===== config.mk =====
export PLATFORM = sky130hd
export DESIGN_NAME = stream_max_finder
export DESIGN_NICKNAME = d
export VERILOG_FILES = /design/src/rtl/stream_max_finder_pkg.sv /design/src/rtl/N_bit_comp.sv /design/src/rtl/stream_max_finder.sv
export SDC_FILE = /design/constraint.sdc
export NUM_CORES = 1
export LEC_CHECK = 0
export CAP_MARGIN = 20
export CORE_MARGIN = 2
export CORE_UTILIZATION = 50
export DETAILED_ROUTE_END_ITERATION = 10
export GPL_TIMING_DRIVEN = 0
export PLACE_DENSITY = 0.87
export SYNTH_ARGS = -nofsm -noshare
export SYNTH_HDL_FRONTEND = slang
export SYNTH_HIERARCHICAL = 1
export SYNTH_SLANG_ARGS = --single-unit

===== constraint.sdc =====
create_clock -name clk -period 4.1 [get_ports clk]
set_input_delay 1.025 -clock clk [delete_from_list [all_inputs] [get_ports clk]]
set_output_delay 1.025 -clock clk [all_outputs]
set_load 0.005 [all_outputs]

===== src/rtl/stream_max_finder_pkg.sv =====
// Shared helpers for the stream min/max finder slice.
package stream_max_finder_pkg;

  // Index outputs need at least one bit even for single-sample frames.
  function automatic int idx_width(input int frame_len);
    return (frame_len > 1) ? $clog2(frame_len) : 1;
  endfunction

endpackage


===== src/rtl/N_bit_comp.sv =====
// Unsigned N-bit magnitude comparator: A vs B, purely combinational.
module N_bit_comp #(
  parameter int N = 8
) (
  input  logic [N-1:0] A,
  input  logic [N-1:0] B,
  output logic         gt,
  output logic         eq,
  output logic         ls
);

  assign gt = (A > B);
  assign eq = (A == B);
  assign ls = (A < B);

endmodule


===== src/rtl/stream_max_finder.sv =====
// Per-frame min/max with first-occurrence index; result valid 1 cycle after last sample accept.
// Holds the result (in_ready low) until out_ready; clear aborts the frame and drops a same-cycle sample.
module stream_max_finder
  import stream_max_finder_pkg::*;
#(
  parameter  int N         = 8,
  parameter  int FRAME_LEN = 8,
  localparam int IDX_W     = idx_width(FRAME_LEN)
) (
  input  logic             clk,
  input  logic             rst_n,
  input  logic             clear,
  input  logic             in_valid,
  output logic             in_ready,
  input  logic [N-1:0]     in_data,
  output logic             out_valid,
  input  logic             out_ready,
  output logic [N-1:0]     out_max,
  output logic [N-1:0]     out_min,
  output logic [IDX_W-1:0] out_max_idx,
  output logic [IDX_W-1:0] out_min_idx
);

  localparam logic             COLLECT  = 1'b0;
  localparam logic             HOLD     = 1'b1;
  localparam logic [IDX_W-1:0] LAST_IDX = IDX_W'(FRAME_LEN - 1);

  logic             state_q;
  logic [IDX_W-1:0] count_q;
  logic [N-1:0]     max_q;
  logic [N-1:0]     min_q;
  logic [IDX_W-1:0] max_idx_q;
  logic [IDX_W-1:0] min_idx_q;
  logic             accept;
  logic             max_gt;
  logic             min_ls;
  logic             max_eq_unused;
  logic             max_ls_unused;
  logic             min_gt_unused;
  logic             min_eq_unused;

  assign in_ready  = (state_q == COLLECT);
  assign out_valid = (state_q == HOLD);
  assign accept    = in_valid & in_ready;

  N_bit_comp #(.N(N)) u_cmp_max (
    .A  (in_data),
    .B  (max_q),
    .gt (max_gt),
    .eq (max_eq_unused),
    .ls (max_ls_unused)
  );

  N_bit_comp #(.N(N)) u_cmp_min (
    .A  (in_data),
    .B  (min_q),
    .gt (min_gt_unused),
    .eq (min_eq_unused),
    .ls (min_ls)
  );

  // Running extremes double as the output registers; they only matter while out_valid.
  always_ff @(posedge clk or negedge rst_n) begin
    if (!rst_n) begin
      state_q   <= COLLECT;
      count_q   <= '0;
      max_q     <= '0;
      min_q     <= '0;
      max_idx_q <= '0;
      min_idx_q <= '0;
    end else if (clear) begin
      state_q <= COLLECT;
      count_q <= '0;
    end else if (state_q == COLLECT) begin
      if (accept) begin
        if (count_q == '0) begin
          max_q     <= in_data;
          min_q     <= in_data;
          max_idx_q <= '0;
          min_idx_q <= '0;
        end else begin
          // Strict compares keep the first occurrence on ties.
          if (max_gt) begin
            max_q     <= in_data;
            max_idx_q <= count_q;
          end
          if (min_ls) begin
            min_q     <= in_data;
            min_idx_q <= count_q;
          end
        end
        if (count_q == LAST_IDX) begin
          state_q <= HOLD;
          count_q <= '0;
        end else begin
          count_q <= count_q + IDX_W'(1);
        end
      end
    end else if (out_ready) begin
      state_q <= COLLECT;
    end
  end

  assign out_max     = max_q;
  assign out_min     = min_q;
  assign out_max_idx = max_idx_q;
  assign out_min_idx = min_idx_q;

endmodule

==> results.yml <==
worst_hold_path:
  hold_path_end: "out_min_idx[1]"
  timing.hold.worst_path_depth: 2
  worst_hold_startpoint: "out_min_idx[1]"
  hold_class: "reg -> reg"
global_route:
  grt_start_max_net_pins: 27
  antenna_violations_before_repair: 0
  global_route.usage.total: 0.185
  first_global_vias: 1070
  total_global_routing_overflow: 0
  first_pass_grt_wire_length_um: 4900
sta:
  min_period_over_period: 0.698
  grt_setup_unrepaired: "no"
  slew_headroom: 0.665
  tightestPinTransition_ps: 500
  timing.final.setup_violations: 0
  fin_setup_tns_ps: 0
  slew_violations: 0
  final.min_clock_period_ps: 2860
  max_freq_ghz: 0.349
  finalClockSkew_ps: 12.1
  postLayoutSetupSlackWorst_ps: 1240
  hold_viol: 0
floorplan:
  core_area_sq_um: 3030
  core.rowCount: 20
  io_pins: 37
  initial_core_util: 0.525
  dieWidth_um: 60.4
  design.die.area_sq_um: 3650
  die_height_um: 60.4
critical_path:
  reg2reg_slack_ps: 1990
  worst-r2r-cell-count: 9
  max_fo_critical_path: 10
  setup.worst_path.end_class: "register"
  reg2reg_from: "out_max[1]"
  required_ps: 4320
  timing_worst_setup_path_type: "in -> reg"
  kind_of_start_point_of_the_critical_path: "input port"
  r2r-end: "out_max_idx[2]"
  crit_arrival_ps: 3090
placed_design:
  post_dp_cell_area_sq_um: 2010
  dp_hpwl_um: 2370
  place_congestion: 0.779
  place_ws_ps: 873
  numPlacedInstances: 212
  io_buffer_count: 36
clocking:
  clock_path_buffers: 2
  cts.root.buffer_cell: "clkbuf_4"
  cts.hold.buffers_added: 0
  clkSlewWorstSetupHoldPaths_ps: 130
  post_cts_repair_resize_count: 0
  tritoncts.num_buffers: 3
  clkLatencyLatePin_ps: 330
  htreeDepth: 1
  cts_tree: "built"
  post-cts-setup-buffer-count: 0
  cts.sink_count: 26
cells_and_area:
  drive_above_1_share: 0.208
  nNetsFinal: 206
  final_cell_area_sq_um: 2060
  syn2layout_area_growth_pct: 29.3
  layout.cells.most_common: "clkdlybuf4s50_1"
  final_cell_count_no_fill: 217
  most-common-layout-cells: "clkdlybuf4s50_1 (36), dfrtp_1 (26), inv_1 (23), ha_1 (19), mux2_4 (16)"
  diodes: 0
yosys:
  netlist_instances: 132
  avgSynthCellArea_sq_um: 12.0
  yosys_warnings: 6
  syn_nets: 164
  netlist_area_before_placement_sq_um: 1590
drt:
  routed_wirelength_um: 3070
  route.detailed.wl_per_inst_um: 14.2
  post_drt_via_cell_ratio: 5.03
  detailroute.via_count: 1091
  detail_route.first_pass.iterations: 4
  detailedRoute.firstIterationViolations: 39
  drc: 0
  number_of_nets_still_failing_antenna_checks_after_routing: 0
run:
  cap_viol_max_count: 0
power:
  power.density_cell_area_nw_per_um2: 400
  total_leakage_power_uw: 0.00104
  irDropWorstVdd_mv: 0.178
outcome:
  run_status: "completed"
[power breakdown]
group | switching [uW] | internal, uW | total, uW
registers | 39.2 | 303 | 342
clock network | 75.8 | 54.4 | 130
logic | 135 | 214 | 349
[stage by stage]
step,power [uW],utilization,hold slack (ps)
floorplan,542,-,504
global placement,678,0.662,513
detailed placement,694,0.662,505
CTS,825,0.674,549
global route,879,0.679,562
finish,822,0.679,544
[per-layer routing]
layer	part of all wire	wire (um)	global-route usage	vias to the layer above
met5	0	0	0	-
met1	0.43	1320	0.230	527
met4	0.019	59	0.0825	0
li1	-	-	-	529
met2	0.51	1570	0.309	30
met3	0.039	120	0.0384	5
[area by class of cell]
| class | instances | area, sq um |
|---|---|---|
| flip-flops and latches | 26 | 651 |
| inverters | 23 | 86.3 |
| repair buffers | 37 | 375 |
| well taps | 44 | 55.1 |
| plain buffers | 2 | 22.5 |
| clock buffers | 4 | 36.3 |
| fillers | 232 | 971 |
| multi-input cells | 81 | 831 |
[sequential cells by signal (all words and copies together), names as in the netlist]
signal / count
count_q: 3
out_max: 8
out_max_idx: 3
out_min: 8
out_min_idx: 3
out_valid: 1
[worst max-delay path, cell delays in order]
cell and delay [ps]:
clkdlybuf4s50_1 470, ha_1 350, nor2b_4 140, o211ai_2 150, a21oi_2 70, o21ba_1 200
o21ai_2 170, buf_6 210, mux2_4 310
[worst max path at each step]
stage / startpoint / endpoint / slack [ps] / depth (start not counted)
detailed placement: in_data[1] / out_max[1] / 870 / 9
global route: in_data[1] / out_max[7] / 1180 / 9
global placement: in_data[1] / out_max[3] / 930 / 9
finish: in_data[1] / out_max_idx[2] / 1240 / 9
floorplan: in_data[1] / out_max[1] / 1520 / 8
CTS: in_data[1] / out_max[1] / 1240 / 9
(Power assumes the default switching activity.)
